**config.mk**
```make
export PLATFORM = sky130hd
export DESIGN_NAME = gemm_tiled_controller_flat
export DESIGN_NICKNAME = d
export VERILOG_FILES = /design/src/rtl/gemm_tiled_controller_if.sv /design/src/rtl/gemm_tiled_controller.sv /design/src/flat_wrapper.sv
export SDC_FILE = /design/constraint.sdc
export NUM_CORES = 1
export LEC_CHECK = 0
export CELL_PAD_IN_SITES_DETAIL_PLACEMENT = 1
export CELL_PAD_IN_SITES_GLOBAL_PLACEMENT = 1
export CORE_UTILIZATION = 30
export CTS_CLUSTER_DIAMETER = 120
export DETAILED_ROUTE_END_ITERATION = 7
export GPL_TIMING_DRIVEN = 0
export PLACE_DENSITY_LB_ADDON = 0.1
export RECOVER_POWER = 100
export SETUP_SLACK_MARGIN = 0.4
export SLEW_MARGIN = 20
export SYNTH_ARGS = -nofsm -noshare
export SYNTH_HDL_FRONTEND = slang
export SYNTH_SLANG_ARGS = --single-unit
```
**constraint.sdc**
```tcl
create_clock -name clk_i -period 7.6 [get_ports clk_i]
set_input_delay 1.52 -clock clk_i [delete_from_list [all_inputs] [get_ports clk_i]]
set_output_delay 1.52 -clock clk_i [all_outputs]
set_load 0.1 [all_outputs]
```
**src/rtl/gemm_tiled_controller_if.sv**
```systemverilog
// Operand/result handshake and MAC-array control between the GeMM controller and its datapath.
interface gemm_tiled_controller_if;
    logic input_valid_i;
    logic input_ready_o;
    logic output_ready_i;
    logic result_valid_o;
    logic acc_clear_o;
    logic pipe_en_o;

    modport master (
        input  input_valid_i,
        input  output_ready_i,
        output input_ready_o,
        output result_valid_o,
        output acc_clear_o,
        output pipe_en_o
    );

    modport slave (
        output input_valid_i,
        output output_ready_i,
        input  input_ready_o,
        input  result_valid_o,
        input  acc_clear_o,
        input  pipe_en_o
    );
endinterface

```
**src/rtl/gemm_tiled_controller.sv**
```systemverilog
// Tiled GeMM loop controller: walks M/N/K tiles in a run-time order, tracks MAC-array
// latency with a tag pipeline and freezes everything under output backpressure.
module gemm_tiled_controller #(
    parameter int unsigned AddrWidth = 16,
    parameter int unsigned TileM     = 4,
    parameter int unsigned TileK     = 4,
    parameter int unsigned TileN     = 4,
    parameter int unsigned PipeDepth = 2
) (
    input  logic                 clk_i,
    input  logic                 rst_ni,
    input  logic                 start_i,
    input  logic                 order_i,
    input  logic [AddrWidth-1:0] M_size_i,
    input  logic [AddrWidth-1:0] K_size_i,
    input  logic [AddrWidth-1:0] N_size_i,
    gemm_tiled_controller_if.master bus,
    output logic [AddrWidth-1:0] M_count_o,
    output logic [AddrWidth-1:0] K_count_o,
    output logic [AddrWidth-1:0] N_count_o,
    output logic [AddrWidth-1:0] result_count_o,
    output logic                 busy_o,
    output logic                 done_o,
    output logic                 err_o
);
    localparam int unsigned TagW = PipeDepth;

    typedef enum logic [1:0] {StIdle, StRun, StDrain, StDone} state_e;

    state_e               state_q, state_d;
    logic                 order_q;
    logic [AddrWidth-1:0] mt_q, kt_q, nt_q;
    logic [AddrWidth-1:0] m_q, k_q, n_q, res_q;
    logic [TagW-1:0]      tag_q;
    logic                 done_q, err_q, busy_q;

    logic cfg_legal, stall, last_k, last_m, last_n, last_mid, last_out;
    logic ready, pipe_en, fire, acc_clear, final_beat, start_ok, start_bad;

    assign cfg_legal = (M_size_i != '0) && ((M_size_i % AddrWidth'(TileM)) == '0) &&
                       (K_size_i != '0) && ((K_size_i % AddrWidth'(TileK)) == '0) &&
                       (N_size_i != '0) && ((N_size_i % AddrWidth'(TileN)) == '0);

    assign stall    = tag_q[TagW-1] && !bus.output_ready_i;
    assign last_k   = (k_q == kt_q - AddrWidth'(1));
    assign last_m   = (m_q == mt_q - AddrWidth'(1));
    assign last_n   = (n_q == nt_q - AddrWidth'(1));
    assign last_mid = order_q ? last_m : last_n;
    assign last_out = order_q ? last_n : last_m;

    always_ff @(posedge clk_i or negedge rst_ni) begin
        if (!rst_ni) state_q <= StIdle;
        else         state_q <= state_d;
    end

    // Next state and issue-side handshake; the pipeline only runs while a job is active.
    always_comb begin
        state_d    = state_q;
        ready      = 1'b0;
        pipe_en    = 1'b0;
        fire       = 1'b0;
        acc_clear  = 1'b0;
        final_beat = 1'b0;
        start_ok   = 1'b0;
        start_bad  = 1'b0;
        unique case (state_q)
            StIdle: begin
                if (start_i) begin
                    if (cfg_legal) begin
                        start_ok = 1'b1;
                        state_d  = StRun;
                    end else begin
                        start_bad = 1'b1;
                    end
                end
            end
            StRun: begin
                pipe_en    = !stall;
                ready      = !stall;
                fire       = bus.input_valid_i && !stall;
                acc_clear  = fire && (k_q == '0);
                final_beat = fire && last_k && last_mid && last_out;
                if (final_beat) state_d = StDrain;
            end
            StDrain: begin
                pipe_en = !stall;
                if (tag_q == '0) state_d = StDrain == state_q ? StDone : state_q;
            end
            StDone: state_d = StIdle;
            default: state_d = StIdle;
        endcase
    end

    // Latched config and tile counters; K innermost, middle/outer selected by order_q.
    always_ff @(posedge clk_i or negedge rst_ni) begin
        if (!rst_ni) begin
            order_q <= 1'b0;
            mt_q    <= '0;
            kt_q    <= '0;
            nt_q    <= '0;
            m_q     <= '0;
            k_q     <= '0;
            n_q     <= '0;
        end else if (start_ok) begin
            order_q <= order_i;
            mt_q    <= M_size_i / AddrWidth'(TileM);
            kt_q    <= K_size_i / AddrWidth'(TileK);
            nt_q    <= N_size_i / AddrWidth'(TileN);
            m_q     <= '0;
            k_q     <= '0;
            n_q     <= '0;
        end else if (state_q == StDone) begin
            m_q <= '0;
            k_q <= '0;
            n_q <= '0;
        end else if (fire && !final_beat) begin
            if (!last_k) begin
                k_q <= k_q + AddrWidth'(1);
            end else begin
                k_q <= '0;
                if (order_q) begin
                    if (last_m) begin
                        m_q <= '0;
                        n_q <= n_q + AddrWidth'(1);
                    end else begin
                        m_q <= m_q + AddrWidth'(1);
                    end
                end else begin
                    if (last_n) begin
                        n_q <= '0;
                        m_q <= m_q + AddrWidth'(1);
                    end else begin
                        n_q <= n_q + AddrWidth'(1);
                    end
                end
            end
        end
    end

    // Tag pipeline mirrors the MAC array: a 1 enters with the last K beat of each tile.
    always_ff @(posedge clk_i or negedge rst_ni) begin
        if (!rst_ni)      tag_q <= '0;
        else if (pipe_en) tag_q <= (tag_q << 1) | TagW'(fire && last_k);
    end

    always_ff @(posedge clk_i or negedge rst_ni) begin
        if (!rst_ni)                                     res_q <= '0;
        else if (start_ok)                               res_q <= '0;
        else if (tag_q[TagW-1] && bus.output_ready_i)    res_q <= res_q + AddrWidth'(1);
    end

    always_ff @(posedge clk_i or negedge rst_ni) begin
        if (!rst_ni) begin
            done_q <= 1'b0;
            err_q  <= 1'b0;
            busy_q <= 1'b0;
        end else begin
            done_q <= (state_d == StDone);
            err_q  <= start_bad;
            busy_q <= (state_d == StRun) || (state_d == StDrain);
        end
    end

    assign bus.input_ready_o  = ready;
    assign bus.pipe_en_o      = pipe_en;
    assign bus.acc_clear_o    = acc_clear;
    assign bus.result_valid_o = tag_q[TagW-1];
    assign M_count_o          = m_q;
    assign K_count_o          = k_q;
    assign N_count_o          = n_q;
    assign result_count_o     = res_q;
    assign busy_o             = busy_q;
    assign done_o             = done_q;
    assign err_o              = err_q;
endmodule
```
**src/flat_wrapper.sv**
```systemverilog
// flat-port wrapper written by rule: the top's interface ports become plain ports
module gemm_tiled_controller_flat 
#(
    parameter int unsigned AddrWidth = 16,
    parameter int unsigned TileM     = 4,
    parameter int unsigned TileK     = 4,
    parameter int unsigned TileN     = 4,
    parameter int unsigned PipeDepth = 2
)
  (clk_i, rst_ni, start_i, order_i, M_size_i, K_size_i, N_size_i, M_count_o, K_count_o, N_count_o, result_count_o, busy_o, done_o, err_o, bus_input_valid_i, bus_output_ready_i, bus_input_ready_o, bus_result_valid_o, bus_acc_clear_o, bus_pipe_en_o);
  gemm_tiled_controller_if bus_i ();
  input  logic clk_i;
  input  logic rst_ni;
  input  logic start_i;
  input  logic order_i;
  input  logic [AddrWidth-1:0] M_size_i;
  input  logic [AddrWidth-1:0] K_size_i;
  input  logic [AddrWidth-1:0] N_size_i;
  output logic [AddrWidth-1:0] M_count_o;
  output logic [AddrWidth-1:0] K_count_o;
  output logic [AddrWidth-1:0] N_count_o;
  output logic [AddrWidth-1:0] result_count_o;
  output logic busy_o;
  output logic done_o;
  output logic err_o;
  input wire logic [$bits(bus_i.input_valid_i)-1:0] bus_input_valid_i;
  input wire logic [$bits(bus_i.output_ready_i)-1:0] bus_output_ready_i;
  output wire logic [$bits(bus_i.input_ready_o)-1:0] bus_input_ready_o;
  output wire logic [$bits(bus_i.result_valid_o)-1:0] bus_result_valid_o;
  output wire logic [$bits(bus_i.acc_clear_o)-1:0] bus_acc_clear_o;
  output wire logic [$bits(bus_i.pipe_en_o)-1:0] bus_pipe_en_o;
  assign bus_i.input_valid_i = bus_input_valid_i;
  assign bus_i.output_ready_i = bus_output_ready_i;
  assign bus_input_ready_o = bus_i.input_ready_o;
  assign bus_result_valid_o = bus_i.result_valid_o;
  assign bus_acc_clear_o = bus_i.acc_clear_o;
  assign bus_pipe_en_o = bus_i.pipe_en_o;
  gemm_tiled_controller #(.AddrWidth(AddrWidth), .TileM(TileM), .TileK(TileK), .TileN(TileN), .PipeDepth(PipeDepth)) u_core (.clk_i(clk_i), .rst_ni(rst_ni), .start_i(start_i), .order_i(order_i), .M_size_i(M_size_i), .K_size_i(K_size_i), .N_size_i(N_size_i), .bus(bus_i), .M_count_o(M_count_o), .K_count_o(K_count_o), .N_count_o(N_count_o), .result_count_o(result_count_o), .busy_o(busy_o), .done_o(done_o), .err_o(err_o));
endmodule
```
==> results of run 1 <==
cell families (layout without fill, tap and decap cells):
family | after synthesis | count (layout) | share of synthesized area [%]
mux | 42 | 42 | 5.98
simple gates | 360 | 360 | 27.5
flops | 114 | 114 | 37.1
buf+inv | 65 | 222 | 3.49
fa+ha+maj | 13 | 13 | 2.12
xor+xnor | 63 | 63 | 7.18
compound gates | 188 | 188 | 16.5
per-layer routing:
metal | track usage [%] | share of wire, %
met1 | 27.8 | 47
met2 | 36.8 | 49
met3 | 3.09 | 2.3
met4 | 6.26 | 1.5
met5 | 0 | 0
cells in the final DEF (no fill, tap or decap), types with 11 or more instances in the layout:
| master | instances |
|---|---|
| a21oi_1 | 58 |
| and3_1 | 22 |
| clkbuf_1 | 31 |
| clkbuf_16 | 17 |
| clkdlybuf4s50_1 | 49 |
| dfrtp_1 | 114 |
| dlygate4sd3_1 | 74 |
| ha_1 | 13 |
| inv_1 | 22 |
| mux2_2 | 31 |
| mux2i_1 | 11 |
| nand2_1 | 58 |
| nand2b_1 | 11 |
| nand3_1 | 35 |
| nand4_1 | 15 |
| nand4b_1 | 19 |
| nor2_1 | 62 |
| nor2b_1 | 11 |
| nor3_1 | 22 |
| nor4_1 | 21 |
| o21ai_0 | 23 |
| o31ai_1 | 36 |
| or3_1 | 13 |
| or4_1 | 19 |
| xnor2_1 | 32 |
| xor2_1 | 31 |
final timing paths:
check / start / endpoint / slack (ps) / cells past startpoint
min: u_core.result_count_o[15] / u_core.result_count_o[15] / 540 / 2
max in group asynchronous: rst_ni / u_core.M_count_o[12] / 4370 / 1
max: bus_output_ready_i / bus_acc_clear_o / 1810 / 5
min reg2reg: u_core.result_count_o[15] / u_core.result_count_o[15] / 540 / 2
min in group asynchronous: rst_ni / u_core.result_count_o[6] / 1820 / 1
max reg2reg: u_core.kt_q[0] / u_core.M_count_o[7] / 3400 / 11
critical path: stages:
cell           delay (ps)
dlygate4sd3_1         630
nand2b_1              310
and3_1                340
and4_1                250
dlygate4sd3_1        1210
synth_stat cells, drive strengths merged, types with 19 or more instances:
cell    count  area share, %
a21oi      58            3.8
and3       22            1.8
clkbuf     30            1.5
dfrtp     114             37
inv        22            1.1
mux2       31            4.5
nand2      58            2.8
nand3      36            2.4
nand4b     19            2.2
nor2       64            3.2
nor3       25            1.8
nor4       26            2.6
o21ai      30            2.0
o31ai      36            3.5
or4        21            2.2
xnor2      32            3.6
xor2       31            3.5
through the flow:
step           instance area, sq um  utilization (%)  hold slack, ps
6_report                       9960             39.6             542
5_1_grt                        9960             39.6             578
4_1_cts                        9970             39.6             548
3_5_place_dp                   9370             37.2             529
3_3_place_gp                   9330             37.1             528
2_1_floorplan                  7680                -             493
power by group:
group          total [W]  leakage [nW]  internal, W  switching [W]
Clock           0.000860         0.297     0.000504       0.000356
Sequential      0.000778          1.51     0.000673       0.000105
Combinational   0.000767          2.40     0.000249       0.000517
Total            0.00240          4.20      0.00143       0.000979
flip-flops by register name (all words and copies together) (netlist names):
signal                 count
u_core.tag_q               2
u_core.state_q             2
u_core.err_o               1
u_core.order_q             1
u_core.K_count_o          16
u_core.N_count_o          16
u_core.result_count_o     16
u_core.busy_o              1
u_core.nt_q               14
u_core.done_o              1
u_core.M_count_o          16
u_core.mt_q               14
u_core.kt_q               14
cell type report:
cell class,instances,area [sq um],share of cell area (%)
multi-input cells,666,4560,45.7
plain buffers,43,185,1.86
clock inverters,14,169,1.70
well taps,330,413,4.15
clock buffers,18,439,4.41
flip-flops and latches,114,2850,28.6
inverters,22,82.6,0.829
repair buffers,125,1260,12.7
==> metrics.md, run 1 <==
| Metric | Value |
|---|---|
| Worst Path Required | `between 6000 and 7000 ps` |
| DRT iter0 DRCs | `332` |
| Failing checks | `capacitance limit, slew limit` |
| Vias in the first global route | `just under 8000` |
| Mean post-synth cell area | `9.09 sq um` |
| Routed vias/inst | `5.42` |
| Non-Filler Instances | `around 1300` |
| CP Class | `in -> out` |
| First-pass GRT wire length | `43600 um` |
| Yosys reg bits | `around 110` |
| All-Layer GR Usage | `a little over a fifth` |
| Initial antenna violation count | `0` |
| Clock transition at path regs | `approximately 60 ps` |
| HP Class | `reg -> reg` |
| Routed Antenna Nets | `0` |
| Crit path max fanout | `6` |
| DPL Wire Length | `~20000 um` |
| Ys async rst share | `100%` |
| IO Port Bufs | `approximately 120` |
| Core area | `approximately 25000 sq um` |
| Worst setup EP type | `primary output` |
| Worst-Margin Slew | `about 2400 ps` |
| Max Slew Vio Count | `between 40 and 50` |
| Sinks on Clock Net | `around 110` |
| I/O pin cnt | `about 130` |
| Worst clock skew | `slightly below 10 ps` |
| Cts repair resizes | `0` |
| Endpoints failing setup | `0` |
| Placed cells | `between 1000 and 1500` |
| Setup TNS | `0 ps` |
| Largest net degree at the start of global routing | `75` |
| Power Density | `around 240 nW/um^2` |
| Outcome | `complete, but fails checks` |
| Synth Net Count | `roughly 910` |
| Die area | `~26000 sq um` |
| Ant diodes | `0` |
| RSZ-0062 raised after global routing | `false` |
| # DRC | `0` |
| Total CTS buffers | `17` |
| Drt pass-1 iters | `4` |
| Die W | `between 150 and 200 um` |
| Sequential fraction of the synthesis area | `between 30 and 40%` |
| Hold buffer count at CTS | `0` |
| Overflow left after global routing | `0` |
| Drt wl/cell | `20.3 um` |
| Synthesis warning total | `0` |
| Cells after synthesis | `approximately 850` |
| Site Rows | `58` |
| DR vias | `7214` |
| DP Worst Slack | `1940 ps` |
| Clock Path Buffers | `2` |
| CTS tree | `yes` |
| MaxCap Viol Count | `1` |
| Crit path DAT | `4270 ps` |
| Fin crit period | `a little under 6000 ps` |
| Synthesis-to-finish area growth | `29.7%` |
| Achievable frequency | `roughly 170 MHz` |
| Syn Std Cell Area | `around 7700 sq um` |
| Startpoint Class | `input pin` |
| Pleak | `approximately 4.2 nW` |
| Worst setup margin | `1810 ps` |
| Clk_lat worst skew | `430 ps` |
| Root Buffer | `clkbuf_16` |
| Detailed Route WL | `between 20000 and 30000 um` |
| Initial Util | `~30%` |
| VDD IR-drop max | `between 0.1 and 0.15 mV` |
| Layout filler cell count | `around 2900` |
| Die Height | `around 160 um` |
| Setup Buffers After CTS | `0` |
| Nets | `around 1100` |
| Final Hold Vio Count | `0` |
| Max transition margin | `-63.2%` |
| Overall Power | `0.00240 W` |
| Distinct cell type count after synthesis | `79` |
| Share of layout cells above drive strength 1 | `between 10% and 20%` |
| Post-synth top flop | `dfrtp_1` |
| H-Tree Depth | `4` |
| Final period util | `around three quarters` |
| Gpl congestion | `approximately 0.83` |
| Post-synth EDFFs | `0` |
Note: power is estimated with default switching activity, not from simulation.
==> run 2: changes to the inputs <==
- clock period: 7.6 -> 4.9 ns (I/O delays scaled with it)
==> run 2 against run 1 <==
  * Power increased by 55%
  * The run still ends with capacitance limit, slew limit left
  * Critical path depth decreased by 1
  * Die area unchanged
  * Sequential share of layout area increased by 0.083 points
  * Highest routed layer unchanged
  * Non-clock buffer count unchanged
  * Sequential cell count unchanged
  * Clock skew about the same
  * Worst setup slack got worse by 1300 ps
  * Largest power group unchanged
  * Sequential power increased by 56%
  * Critical endpoint is now bus_input_ready_o
==> metrics.md, run 2 (synthesis results as in run 1) <==
| Metric | Value |
|---|---|
| Final period util | `around 90%` |
| Clk_lat worst skew | `about 430 ps` |
| Worst hold path depth | `2` |
| RR Startpoint | `u_core.mt_q[0]` |
| CP peak stage delay | `between 1000 and 1500 ps` |
| DP Worst Slack | `310 ps` |
| Nets | `between 1000 and 1500` |
| Initial antenna violation count | `0` |
| Crit path max fanout | `5` |
| Crit path DAT | `roughly 3400 ps` |
| Met3 routed WL | `approximately 830 um` |
| Endpoints failing setup | `0` |
| Initial Util | `30.5%` |
| Max Slew Vio Count | `41` |
| Ant diodes | `0` |
| Core area | `around 25000 sq um` |
| Gpl congestion | `between 0.8 and 0.9` |
| Layout filler cell count | `roughly 2900` |
| Non-Filler Instances | `about 1300` |
| Detailed Route WL | `around 27000 um` |
| Critical-path cell list | `dlygate4sd3_1, nand2b_1, and2_0, dlygate4sd3_1` |
| Most frequent cells in the layout | `dfrtp_1, dlygate4sd3_1, nor2_1` |
| Post-placement cell area | `between 9000 and 10000 sq um` |
| Most used cell, CP | `dlygate4sd3_1` |
| Final Hold Vio Count | `0` |
| Startpoint Class | `input pin` |
| Worst setup EP type | `primary output` |
| Clock transition at path regs | `around 60 ps` |
| R2r setup slk | `between 500 and 600 ps` |
| HP Class | `reg -> reg` |
| DPL Wire Length | `about 20000 um` |
| First-pass GRT wire length | `approximately 44000 um` |
| Worst path slowest cell | `dlygate4sd3_1` |
| H-Tree Depth | `4` |
| Max transition margin | `-63.8%` |
| Drt wl/cell | `slightly above 20 um` |
| I/O pin cnt | `125` |
| VDD IR-drop max | `0.211 mV` |
| R2r endpoint | `u_core.M_count_o[13]` |
| Hold_sp | `u_core.result_count_o[15]` |
| Top sig layer | `met4` |
| Most common cell after layout, fill and taps aside | `dfrtp_1` |
| Synthesis-to-finish area growth | `29.3%` |
| Overflow left after global routing | `0` |
| WP buf/inv | `2` |
| Drt pass-1 iters | `4` |
| Overall Power | `between 0.003 and 0.004 W` |
| Failing checks | `capacitance limit, slew limit` |
| WL met2 | `around 13000 um` |
| RSZ-0062 raised after global routing | `false` |
| Die Height | `162 um` |
| Site Rows | `between 50 and 60` |
| CP top delay family | `buffers and inverters` |
| WHS | `between 500 and 600 ps` |
| Worst Path Required | `3920 ps` |
| Routed Antenna Nets | `0` |
| IO Port Bufs | `approximately 120` |
| Design area | `roughly 9900 sq um` |
| DRT iter0 DRCs | `331` |
| All-Layer GR Usage | `between 20% and 30%` |
| DR vias | `7251` |
| Met1 wire length | `roughly 13000 um` |
| Achievable frequency | `227 MHz` |
| Worst reg2reg path depth | `12` |
| Total CTS buffers | `17` |
| Share of layout cells above drive strength 1 | `9.28%` |
| Sinks on Clock Net | `around 110` |
| Fin crit period | `4400 ps` |
| Root Buffer | `clkbuf_16` |
| Vias in the first global route | `7688` |
| Largest net degree at the start of global routing | `75` |
| Die area | `~26000 sq um` |
| Die W | `162 um` |
| MaxCap Viol Count | `1` |
| Clock Path Buffers | `2` |
| Placed cells | `1300` |
| Pleak | `4.18 nW` |
| Worst clock skew | `9.61 ps` |
| Hold Path End | `u_core.result_count_o[15]` |
| CTS tree | `yes` |
| # DRC | `0` |
| CP Class | `in -> out` |
| Routed vias/inst | `between 5 and 6` |
| Outcome | `complete, but fails checks` |
| Worst setup margin | `496 ps` |
| Worst-Margin Slew | `around 2500 ps` |
| Power Density | `between 300 and 400 nW/um^2` |
run 2: changes by cell type in the layout (fill, tap and decap cells not counted), sizes merged:
cell         previous run  this run
buf                    13         8
dlygate4sd3            74        73
clkbuf                 50        56
run 2: metrics by stage:
step / TNS [ps] / utilization [%]
3_3_place_gp: -257080 / 37.1
4_1_cts: 0 / 39.6
6_report: 0 / 39.4
2_1_floorplan: 0 / -
5_1_grt: 0 / 39.4
3_5_place_dp: 0 / 37.2
run 2: worst min-delay path, cell delays in order, from the launching register on:
cell	delay (ps)
dfrtp_1	350
xor2_1	70
nor2_1	80
run 2: repair_timing:
action,4_1_cts,5_1_grt
hold buffers,0,0
buffers inserted,0,0
hold endpoints to repair,0,0
gates resized for setup,1,0
endpoints found under the setup margin,1,0
run 2: cell type report:
cell class	count	area [sq um]	area share (%)
Clock buffer	18	439	4.42
Buffer	43	173	1.74
Multi-Input combinational cell	666	4550	45.8
Tap cell	330	413	4.16
Clock inverter	14	169	1.70
Sequential cell	114	2850	28.7
Inverter	22	82.6	0.832
Timing Repair Buffer	125	1260	12.6
run 2: metal layers:
layer / GRT usage (%) / vias to the layer above
li1: - / 3462
met1: 27.8 / 3646
met2: 36.8 / 119
met3: 3.09 / 24
met4: 6.26 / 0
met5: 0 / -
run 2: how the worst max path moves through the flow:
| stage | start | slack (ps) | depth (start not counted) | end |
|---|---|---|---|---|
| 2_1_floorplan | u_core.K_count_o[10] | 1300 | 4 | bus_acc_clear_o |
| 3_3_place_gp | rst_ni | -2270 | 1 | u_core.N_count_o[4] |
| 3_5_place_dp | K_size_i[1] | 310 | 10 | u_core.busy_o |
| 4_1_cts | bus_output_ready_i | 600 | 5 | bus_acc_clear_o |
| 5_1_grt | u_core.mt_q[0] | 240 | 12 | u_core.M_count_o[8] |
| 6_report | bus_output_ready_i | 500 | 4 | bus_input_ready_o |
run 2: power by group:
group	total, W	internal [W]	switching, W	leakage, nW
Sequential	0.00121	0.00104	0.000161	1.51
Clock	0.00134	0.000781	0.000555	0.297
Combinational	0.00119	0.000386	0.000802	2.38
==> run 3: changes to the inputs <==
- clock period: 4.9 -> 4.7 ns (I/O delays scaled with it)
==> run 3 against run 2 <==
  * The run still ends with capacitance limit, slew limit left
  * Critical path depth did not move
  * Via count fell by 0.65%
  * Non-clock buffer count did not move
  * Power rose by 4.1%
  * Clock power rose by 4%
  * Worst setup slack got worse by 130 ps
  * Combinational power rose by 4%
  * Routed wire length fell by 0.25%
  * Register-to-register slack improved by 100 ps
  * Die area did not move
  * Utilization rose by 0.084 points
==> metrics.md, run 3 (synthesis results as in run 1) <==
| Metric | Value |
|---|---|
| Outcome | `complete, but fails checks` |
| Failing checks | `capacitance limit, slew limit` |
| Root Buffer | `clkbuf_16` |
| VDD IR-drop max | `roughly 0.22 mV` |
| Total CTS buffers | `17` |
| Initial Util | `a little under a third` |
| Endpoints failing setup | `0` |
| MaxCap Viol Count | `1` |
| Sinks on Clock Net | `between 100 and 150` |
| Die Height | `162 um` |
| Detailed Route WL | `between 20000 and 30000 um` |
| RSZ-0062 raised after global routing | `false` |
| Power Density | `roughly 390 nW/um^2` |
| Setup TNS | `0 ps` |
| CTS tree | `yes` |
| Drt pass-1 iters | `4` |
| Largest net degree at the start of global routing | `75` |
| Setup Buffers After CTS | `0` |
| Worst clock skew | `10.5 ps` |
| Clk_lat worst skew | `430 ps` |
| Worst Path Required | `3760 ps` |
| First-pass GRT wire length | `43600 um` |
| Crit path DAT | `~3400 ps` |
| Fin crit period | `between 4000 and 5000 ps` |
| Startpoint Class | `input pin` |
| Worst-Margin Slew | `about 2500 ps` |
| Ant diodes | `0` |
| HP Class | `reg -> reg` |
| Routed Antenna Nets | `0` |
| Achievable frequency | `roughly 230 MHz` |
| Hold buffer count at CTS | `0` |
| Drt wl/cell | `20.3 um` |
| Max transition margin | `-63.8%` |
| Max Slew Vio Count | `41` |
| I/O pin cnt | `125` |
| Most frequent cells in the layout | `dfrtp_1, dlygate4sd3_1, nor2_1` |
| Routed vias/inst | `5.41` |
| Final period util | `roughly 92%` |
| CP Class | `in -> out` |
| Vias in the first global route | `roughly 7700` |
| Share of layout cells above drive strength 1 | `about a tenth` |
| H-Tree Depth | `4` |
| Most common cell after layout, fill and taps aside | `dfrtp_1` |
| Clock transition at path regs | `approximately 60 ps` |
| Final Hold Vio Count | `0` |
| Worst setup EP type | `primary output` |
| Clock Path Buffers | `2` |
| Site Rows | `a little under 60` |
| Die W | `around 160 um` |
| Overflow left after global routing | `0` |
| Gpl congestion | `0.826` |
| Crit path max fanout | `5` |
| Core area | `about 25000 sq um` |
| Initial antenna violation count | `0` |
| Die area | `between 20000 and 30000 sq um` |
| Overall Power | `about 0.0039 W` |
| # DRC | `0` |
| Pleak | `approximately 4.2 nW` |
| IO Port Bufs | `124` |
| Synthesis-to-finish area growth | `29.6%` |
| DPL Wire Length | `20200 um` |
| Nets | `roughly 1100` |
| Layout filler cell count | `2857` |
| DRT iter0 DRCs | `between 300 and 400` |
| DR vias | `roughly 7000` |
| All-Layer GR Usage | `21.4%` |
run 3: changes by cell type in the layout (fill, tap and decap cells not counted):
cell      previous run  this run
a311oi_1             1         0
o311ai_1             1         0
or4_4                1         2
a311oi_2             0         1
buf_2                5         8
or4_1               20        19
clkbuf_1            37        33
buf_6                0         1
o311ai_0             1         2
run 3: critical path, cell delays in order:
cell and delay, ps:
dlygate4sd3_1 630, nand2b_1 310, and2_0 270, dlygate4sd3_1 1230
run 3: area by class of cell:
type                    instances  area [sq um]  share of cell area, %
inverters                      22          82.6                  0.830
repair buffers                125          1260                   12.6
plain buffers                  43           184                   1.85
flip-flops and latches        114          2850                   28.7
clock buffers                  18           439                   4.41
clock inverters                14           169                   1.70
multi-input cells             666          4560                   45.8
well taps                     330           413                   4.15
run 3: repair_timing:
| action | CTS | global route |
|---|---|---|
| endpoints found under the hold margin | 0 | 0 |
| gates resized for setup | 1 | 3 |
| setup endpoints to repair | 1 | 21 |
run 3: path summary, 6_finish.rpt:
kind                                      startpoint                   endpoint  slack (ps)  cells past startpoint
max                               bus_output_ready_i          bus_input_ready_o         370                      4
min                        u_core.result_count_o[15]  u_core.result_count_o[15]         540                      2
min in group asynchronous                     rst_ni   u_core.result_count_o[6]        1250                      1
min reg2reg                u_core.result_count_o[15]  u_core.result_count_o[15]         540                      2
max in group asynchronous                     rst_ni       u_core.M_count_o[12]        2040                      1
max reg2reg                           u_core.nt_q[0]        u_core.K_count_o[0]         670                     11
run 3: layer usage:
layer / vias to the layer above / track usage (%) / wire length (um)
li1: 3461 / - / -
met1: 3614 / 27.8 / 12500
met2: 113 / 36.8 / 13400
met3: 16 / 3.09 / 866
met4: 0 / 6.26 / 343
met5: - / 0 / 0
run 3: power breakdown:
group,internal [W],switching (W)
clock,0.000815,0.000571
combinational,0.000403,0.000837
sequential,0.00109,0.000169
run 3: through the flow:
| stage | hold WS, ps | setup slack [ps] | util (%) | instances | area (sq um) |
|---|---|---|---|---|---|
| floorplan | 493 | 1140 | - | 845 | 7680 |
| global placement | 528 | -2430 | 37.1 | 1299 | 9330 |
| detailed placement | 529 | 150 | 37.2 | 1300 | 9370 |
| CTS | 390 | 476 | 39.6 | 1332 | 9970 |
| global route | 578 | 265 | 39.5 | 1332 | 9950 |
| finish | 542 | 371 | 39.5 | 1332 | 9950 |
